===== src/rtl/audio_sample_scheduler.sv =====
// Gathers buffered L/R sample pairs into HDMI audio sample packets and offers them over a valid/ack handshake.
// Optional sticky drop flag: define AUDIO_OVERFLOW_FLAG_EN.
module audio_sample_scheduler #(
  parameter int   FIFO_DEPTH    = 8,
  parameter logic VALID_BIT     = 1'b0,
  parameter logic USER_DATA_BIT = 1'b0
) (
  input  logic                          clk_pixel,
  input  logic                          reset,
  input  logic                          audio_sample_valid,
  input  logic [47:0]                   audio_sample_pair,
  input  logic                          load_request,
  output logic                          packet_valid,
  input  logic                          packet_ack,
  output logic [7:0]                    frame_counter,
  output logic [191:0]                  audio_sample_word,
  output logic [3:0]                    audio_sample_word_present,
  output logic [7:0]                    valid_bit,
  output logic [7:0]                    user_data_bit,
  output logic [$clog2(FIFO_DEPTH):0]   fifo_count,
  output logic                          overflow,
  output logic [1:0]                    dbg_state
);

  localparam int AW = $clog2(FIFO_DEPTH);
  localparam int CW = AW + 1;

  // Handshake: packet_valid is high exactly while in HOLD with every packet
  // output frozen; a cycle with packet_valid=1 and packet_ack=1 transfers the
  // packet. packet_ack outside HOLD and load_request outside IDLE are ignored.
  typedef enum logic [1:0] {
    IDLE = 2'd0,
    LOAD = 2'd1,
    HOLD = 2'd2
  } state_t;

  state_t         state_q, state_d;
  logic [47:0]    mem_q [FIFO_DEPTH];
  logic [AW-1:0]  wr_ptr_q, wr_ptr_d;
  logic [AW-1:0]  rd_ptr_q, rd_ptr_d;
  logic [CW-1:0]  count_q, count_d;
  logic [2:0]     k_q, k_d;
  logic [7:0]     fc_q, fc_d;
  logic [191:0]   word_q, word_d;
  logic [3:0]     present_q, present_d;
  logic           pv_q, pv_d;

  logic           full;
  logic           pop;
  logic           push;
  logic [8:0]     fc_sum;

  assign full = (count_q == CW'(FIFO_DEPTH));
  assign pop  = (state_q == LOAD) && (count_q != '0);
  // A pop in the same cycle frees the slot, so a push into a full FIFO is
  // still accepted while loading.
  assign push = audio_sample_valid && (!full || pop);

  assign fc_sum = {1'b0, fc_q} + {6'b0, k_q};

  always_comb begin
    state_d   = state_q;
    wr_ptr_d  = wr_ptr_q;
    rd_ptr_d  = rd_ptr_q;
    k_d       = k_q;
    fc_d      = fc_q;
    word_d    = word_q;
    present_d = present_q;
    pv_d      = pv_q;

    if (push) begin
      wr_ptr_d = wr_ptr_q + AW'(1);
    end
    if (pop) begin
      rd_ptr_d = rd_ptr_q + AW'(1);
    end
    count_d = count_q + CW'(push) - CW'(pop);

    case (state_q)
      IDLE: begin
        if (load_request && (count_q != '0)) begin
          state_d = LOAD;
          k_d     = 3'd0;
        end
      end
      LOAD: begin
        if (pop) begin
          for (int i = 0; i < 4; i++) begin
            if (k_q[1:0] == i[1:0]) begin
              word_d[48*i +: 48] = mem_q[rd_ptr_q];
              present_d[i]       = 1'b1;
            end
          end
          k_d = k_q + 3'd1;
        end
        // Pairs pushed during LOAD keep the packet growing while data remains.
        if (!pop || (k_q == 3'd3) || (count_d == '0)) begin
          state_d = HOLD;
          pv_d    = 1'b1;
        end
      end
      HOLD: begin
        if (packet_ack) begin
          fc_d      = (fc_sum >= 9'd192) ? 8'(fc_sum - 9'd192) : fc_sum[7:0];
          word_d    = '0;
          present_d = '0;
          pv_d      = 1'b0;
          state_d   = IDLE;
        end
      end
      default: begin
        state_d = IDLE;
      end
    endcase
  end

  always_ff @(posedge clk_pixel) begin
    if (reset) begin
      state_q   <= IDLE;
      wr_ptr_q  <= '0;
      rd_ptr_q  <= '0;
      count_q   <= '0;
      k_q       <= 3'd0;
      fc_q      <= 8'd0;
      word_q    <= '0;
      present_q <= '0;
      pv_q      <= 1'b0;
    end else begin
      state_q   <= state_d;
      wr_ptr_q  <= wr_ptr_d;
      rd_ptr_q  <= rd_ptr_d;
      count_q   <= count_d;
      k_q       <= k_d;
      fc_q      <= fc_d;
      word_q    <= word_d;
      present_q <= present_d;
      pv_q      <= pv_d;
    end
  end

  // Storage needs no reset: the pointers alone define which entries are live.
  always_ff @(posedge clk_pixel) begin
    if (push) begin
      mem_q[wr_ptr_q] <= audio_sample_pair;
    end
  end

`ifdef AUDIO_OVERFLOW_FLAG_EN
  logic drop;
  logic overflow_q, overflow_d;

  assign drop = audio_sample_valid && full && !pop;

  always_comb begin
    overflow_d = overflow_q | drop;
  end

  always_ff @(posedge clk_pixel) begin
    if (reset) begin
      overflow_q <= 1'b0;
    end else begin
      overflow_q <= overflow_d;
    end
  end

  assign overflow = overflow_q;
`else
  assign overflow = 1'b0;
`endif

  assign packet_valid              = pv_q;
  assign frame_counter             = fc_q;
  assign audio_sample_word         = word_q;
  assign audio_sample_word_present = present_q;
  assign valid_bit                 = {8{VALID_BIT}};
  assign user_data_bit             = {8{USER_DATA_BIT}};
  assign fifo_count                = count_q;
  assign dbg_state                 = state_q;

endmodule


===== config.mk =====
export PLATFORM = sky130hd
export DESIGN_NAME = audio_sample_scheduler
export DESIGN_NICKNAME = d
export VERILOG_FILES = /design/src/rtl/audio_sample_scheduler.sv
export SDC_FILE = /design/constraint.sdc
export NUM_CORES = 1
export LEC_CHECK = 0
export CORE_MARGIN = 8
export CORE_UTILIZATION = 46
export DETAILED_ROUTE_END_ITERATION = 12
export GPL_TIMING_DRIVEN = 0
export HOLD_SLACK_MARGIN = 0.03
export PLACE_DENSITY = 0.67
export SYNTH_ARGS = -nofsm -noshare
export SYNTH_HDL_FRONTEND = slang
export SYNTH_SLANG_ARGS = --single-unit

===== constraint.sdc =====
create_clock -name clk_pixel -period 8.4 [get_ports clk_pixel]
set_input_delay 1.26 -clock clk_pixel [delete_from_list [all_inputs] [get_ports clk_pixel]]
set_output_delay 1.26 -clock clk_pixel [all_outputs]
set_load 0.02 [all_outputs]

==> metrics, run 1 <==
worst-case clock skew 0.0123 ns; CTS tree yes; normalized max-slew margin 0.318; CP required 8.72 ns; most common library cells after synthesis 408 x nand2_1, 384 x edfxtp_1, 223 x dfxtp_1; clock sink total 607; Synth Register Bits 607; Post-Route WL 61600 um; setup bufs post-CTS 0; die footprint 57300 um2; YS warnings 0; final-stage net count 2110; Initial DRT Pass Iterations 5; slowest CP cell nor3_2; Post-Syn Area 23000 um2; Fillers 3957; standard-cell rows 82; largest net degree at the start of global routing 21; CP peak stage delay 0.84 ns; initial antenna violation count 9; dominant cells by area after synthesis edfxtp_1 50%, dfxtp_1 19%, mux4_2 9.4%; layout cells sized above 1 0.141; first-pass GRT wire length 90500 um; unrepaired setup endpoints after global routing no; All-Layer GR Usage 0.210; Pwr Density 297 nW/um2; Placed Cells 2651; Area Overhead vs Synth 25.9%; # setup viols final 0; CP Max Fanout 10; critical setup path kind input pin to register; initial drt markers 1205; R2R setup slack 5.05 ns; total global routing overflow 0; CP cell instances clkdlybuf4s50_1 > o21ai_1 > inv_1 > nand2_1 > nor3_2 > buf_6 > buf_8; Final Util 0.582; Mapped Cells 1663; Hold Slack 0.451 ns; Die Wd 239 um; Port Buffers 263; Fmax achieved 291 MHz; worst slew pin tran 1.02 ns; Max Slew Vio Count 0; Initial Utilization 0.462; H-tree depth 2; core box area 49700 um2; Min-Delay Path Class register to register; endpoint class of the critical path register; Routed WL per cell 22.3 um; Main synth FF type edfxtp_1; via count 14800; Clk Latency, worst-skew pair 0.61 ns; CTS Hold Bufs 0; Synth cell types 46; most instantiated library cell after synthesis nand2_1; max cap viols 0; Syn Area/Cell 13.8 um2; minimum clock period after layout 3.43 ns; Peak VDD IR 0.000185 V; post-route insts no fill 2762; Post-synth ARST share 0; Synth area leader edfxtp_1; CTS resizes 0; # IOs 281; Final Power 8570 uW; clk buf depth 3; Final ANT Viol Nets 0; number of flops mapped to enable cells by yosys 384; Die Span Y 239 um; leak pwr 0.00941 uW; part of the Yosys area used for sequential elements 0.697; Root Buffer Master clkbuf_16; status finished clean; DRC errors left 0; Tcrit/Tclk final 0.409; Worst EP arrival 3.75 ns; routability cong. 0.897; Final Hold Viols 0; HPWL reported at the end of detailed placement 45800 um; top-area cell type share of the netlist area 0.502; CTS buffer count 58; crit path launch type input pin; post-DR vias/cell 5.35; clk slew on worst S/H paths 0.06 ns; vias in the first global route 14700
power by group:
group	internal [uW]	total [uW]	switching (uW)
Combinational	920	2360	1440
Sequential	3500	3680	180
Clock	1430	2530	1100
final timing paths:
kind              cells after the start                                   to                                start
hold reg to reg                       2  audio_sample_word[126]$_SDFFE_PP0P_  audio_sample_word[126]$_SDFFE_PP0P_
setup / recovery                      7                mem_q[4][4]$_DFFE_PP_                   audio_sample_valid
hold / removal                        2  audio_sample_word[126]$_SDFFE_PP0P_  audio_sample_word[126]$_SDFFE_PP0P_
setup reg to reg                      8                mem_q[4][4]$_DFFE_PP_            dbg_state[0]$_SDFFE_PP0P_
routing by layer:
metal,part of all wire,up-vias,routed length [um],global-route usage
met5,0.0011,-,69,0
met4,0.034,10,2080,0.0808
met3,0.079,129,4860,0.0456
met2,0.48,588,29500,0.344
met1,0.41,7333,25200,0.271
li1,-,6711,-,-
worst max-delay path: cells and delay by family:
kind	cells	cell delay, ns
compound gates	1	0.28
simple gates	2	1.07
buf+inv	4	1.13
state kept, by name, summed over array words and instances, names as in the netlist, named ones only:
name and flops:
mem_q 384, audio_sample_word 192, frame_counter 8, audio_sample_word_present 4
fifo_count 4, k_q 3, rd_ptr_q 3, wr_ptr_q 3
dbg_state 2, packet_valid 1
stage by stage:
stage	TNS (ns)	instance area [um2]	setup slack, ns
after floorplan	0	23000	1.79
final	0	28900	4.97
after CTS	0	28900	4.97
after global routing	0	28900	4.85
after global placement	-303.59	26500	-3.43
after detailed placement	0	27000	4.33
cell usage in the layout, fill, tap and decap left out, types with 10 or more instances in the layout:
cell	instances
edfxtp_1	384
inv_1	10
clkinv_1	15
mux4_2	96
conb_1	17
mux2i_1	48
buf_6	25
a21oi_1	207
nand2_1	408
clkbuf_1	62
dfxtp_1	223
buf_2	32
buf_4	32
clkdlybuf4s50_1	263
nor2_1	67
clkbuf_16	58
ha_1	16
cells by family after synthesis:
group                    synth area share
other                            0.000163
flip-flops                          0.697
adder cells (fa/ha/maj)            0.0105
XOR/XNOR                          0.00420
AND/OR/NAND/NOR                    0.0893
AO/OA/AOI/OAI                      0.0546
multiplexers                        0.116
buffers and inverters              0.0286
area by class of cell:
cell class	instances	area, um2	area share
tap	672	841	0.0291
inverter	10	37.5	0.00130
multi-input combinational	944	6410	0.222
clock buffer	73	1550	0.0536
sequential	607	16000	0.554
buffer	118	618	0.0214
timing repair buffer	300	3140	0.109
clock inverter	34	298	0.0103
antenna	4	10.0	0.000346
(Power assumes the default switching activity.)
==> run 2, diff against run 1 <==
- PLACE_DENSITY: 0.67 -> 0.7
- clock period: 8.4 -> 3.1 ns (I/O delays scaled with it)
==> run 2 against run 1 <==
Final area up 0.88%. Clock-buffer cell count is 9 higher. Critical path depth up 4. Critical path type is now register to register.
==> metrics, run 2 (synthesis results as in run 1) <==
status finished clean; sequential power share 0.420 (-0.010); vias in the first global route 15200 (+3.7%); Min-Delay Path Class register to register; sw frac 0.319 (+0.00210); initial drt markers 1334 (+11%); All-Layer GR Usage 0.222 (+0.0128); core box area 49700 um2 (unchanged); worst-case clock skew 0.0221 ns (+0.00975 ns); total global routing overflow 0 (unchanged); final setup TNS 0 ns (unchanged); initial antenna violation count 12 (+3); routability cong. 0.895 (-0.31%); leak pwr 0.00946 uW (+0.53%); endpoint class of the critical path register; clk slew on worst S/H paths 0.06 ns (about the same); area of the multi-input gates 6480 um2 (+1.1%); Fillers 3926 (-0.78%); layout cells sized above 1 0.147 (+0.00618); final-stage net count 2103 (-0.33%); Clock Power Share 0.303 (+0.008); Initial DRT Pass Iterations 6 (+1); first-pass GRT wire length 95200 um (+5.1%); Initial Utilization 0.462 (unchanged); # setup viols final 0 (unchanged); DRC errors left 0 (unchanged); Max Slew Vio Count 0 (unchanged); minimum clock period after layout 3.07 ns; Combinational Power Share 0.277 (+0.002); Peak VDD IR 0.000540 V (+190%); max cap viols 0 (unchanged); standard-cell rows 82 (unchanged); HPWL reported at the end of detailed placement 46700 um (+2.0%); area taken by flip-flops and latches 16000 um2 (about the same); CTS Hold Bufs 0 (unchanged); Fmax achieved 326 MHz; clk buf depth 3 (unchanged); Die Span Y 239 um (unchanged); largest net degree at the start of global routing 24 (+14%); Sw Pwr 7590 uW (+180%); H-tree depth 2 (unchanged); Final ANT Viol Nets 0 (unchanged); CTS buffer count 58 (unchanged); via count 15000 (+1.8%); most common cell after layout, fill and taps aside nand2_1; critical setup path kind register to register; Min-Delay Path Depth 2 (unchanged); Final Hold Viols 0 (unchanged); most frequent cells in the layout 408 x nand2_1, 384 x edfxtp_1, 263 x clkdlybuf4s50_1, 218 x dfxtp_1, 207 x a21oi_1; clock sink total 607 (unchanged); Tcrit/Tclk final 0.991; Pint 16200 uW (+180%); R2R depth 11 (+3); CP Max Fanout 6 (-4); die footprint 57300 um2 (unchanged); Final Power 23800 uW (+180%); normalized max-slew margin 0.314 (-0.00385); Post-Route WL 65100 um (+5.7%); Worst EP arrival 3.57 ns (-0.18 ns); Root Buffer Master clkbuf_16; max FFs per register 384 (unchanged); # IOs 281 (unchanged); worst slew pin tran 1.03 ns (+0.00799 ns); post-DR vias/cell 5.45 (+1.9%); largest reg by FF count mem_q; CTS tree yes; crit path launch type register; Clk Latency, worst-skew pair 0.63 ns (+0.02 ns); Area Overhead vs Synth 27.0%; Port Buffers 263 (unchanged); Routed WL per cell 23.6 um (+5.8%); Die Wd 239 um (unchanged); Pwr Density 816 nW/um2 (+180%); CP required 3.60 ns (-5.12 ns)
-- run 2: cell count changes in the layout (fill, tap and decap cells not counted), moves of 4 or more --
cell	before	now
buf_16	5	13
dfxtp_1	223	218
nor3_4	0	4
clkinv_1	15	4
clkbuf_8	4	9
buf_6	25	9
clkinv_2	4	8
nor3_2	4	0
-- run 2: layout make-up --
| cell class | instances | share of cell area |
|---|---|---|
| diodes | 7 | 0.000601 |
| clock buffers | 82 | 0.0567 |
| repair buffers | 293 | 0.110 |
| multi-input cells | 944 | 0.222 |
| plain buffers | 118 | 0.0212 |
| flip-flops and latches | 607 | 0.549 |
| clock inverters | 26 | 0.0102 |
| well taps | 672 | 0.0288 |
| inverters | 10 | 0.00129 |
-- run 2: worst max-delay path, cell delays in order, from the launching register on --
cell and delay (ns):
dfxtp_1 0.35, ha_1 0.25, fa_2 0.38, a21o_4 0.24, and2_2 0.23, xor2_1 0.19, ha_2 0.23, nand4_1 0.10
a211oi_2 0.33, nor3_1 0.11, o31ai_2 0.23, mux2_4 0.32
-- run 2: what timing repair did --
item,4_1_cts,5_1_grt
setup endpoints to repair,0,40
endpoints found under the hold margin,0,0
gates resized for setup,0,3
buffers inserted,0,6
-- run 2: final timing paths --
| kind | startpoint | to | slack [ns] |
|---|---|---|---|
| hold / removal | audio_sample_word[29]$_SDFFE_PP0P_ | audio_sample_word[29]$_SDFFE_PP0P_ | 0.45 |
| setup / recovery | frame_counter[0]$_SDFFE_PP0P_ | frame_counter[6]$_SDFFE_PP0P_ | 0.03 |
| setup reg to reg | frame_counter[0]$_SDFFE_PP0P_ | frame_counter[6]$_SDFFE_PP0P_ | 0.03 |
| hold reg to reg | audio_sample_word[29]$_SDFFE_PP0P_ | audio_sample_word[29]$_SDFFE_PP0P_ | 0.45 |
-- run 2: per-layer routing --
layer | GRT usage | wire length (um) | vias to the layer above
li1 | - | - | 6715
met1 | 0.286 | 25700 | 7505
met2 | 0.360 | 31100 | 671
met3 | 0.0484 | 5770 | 131
met4 | 0.0993 | 2520 | 8
met5 | 0 | 46 | -
-- run 2: per-stage QoR --
step | setup slack [ns] | utilization | std cells | hold slack (ns) | instance area (um2)
floorplan | -0.315 | - | 1679 | 0.454 | 23100
global placement | -2.39 | 0.535 | 2614 | 0.439 | 26600
detailed placement | -0.0328 | 0.546 | 2638 | 0.447 | 27100
CTS | 0.0344 | 0.585 | 2746 | 0.454 | 29100
global route | -0.0746 | 0.587 | 2759 | 0.472 | 29100
finish | 0.0287 | 0.587 | 2759 | 0.453 | 29100
-- run 2: power by group through the flow --
stage	sequential, uW	clock, uW	combinational [uW]
after floorplan	10700	0	3030
after global placement	10100	0	6300
after detailed placement	10100	0	6560
after CTS	9970	7280	6590
after global routing	10000	7610	7030
final	9980	7210	6590
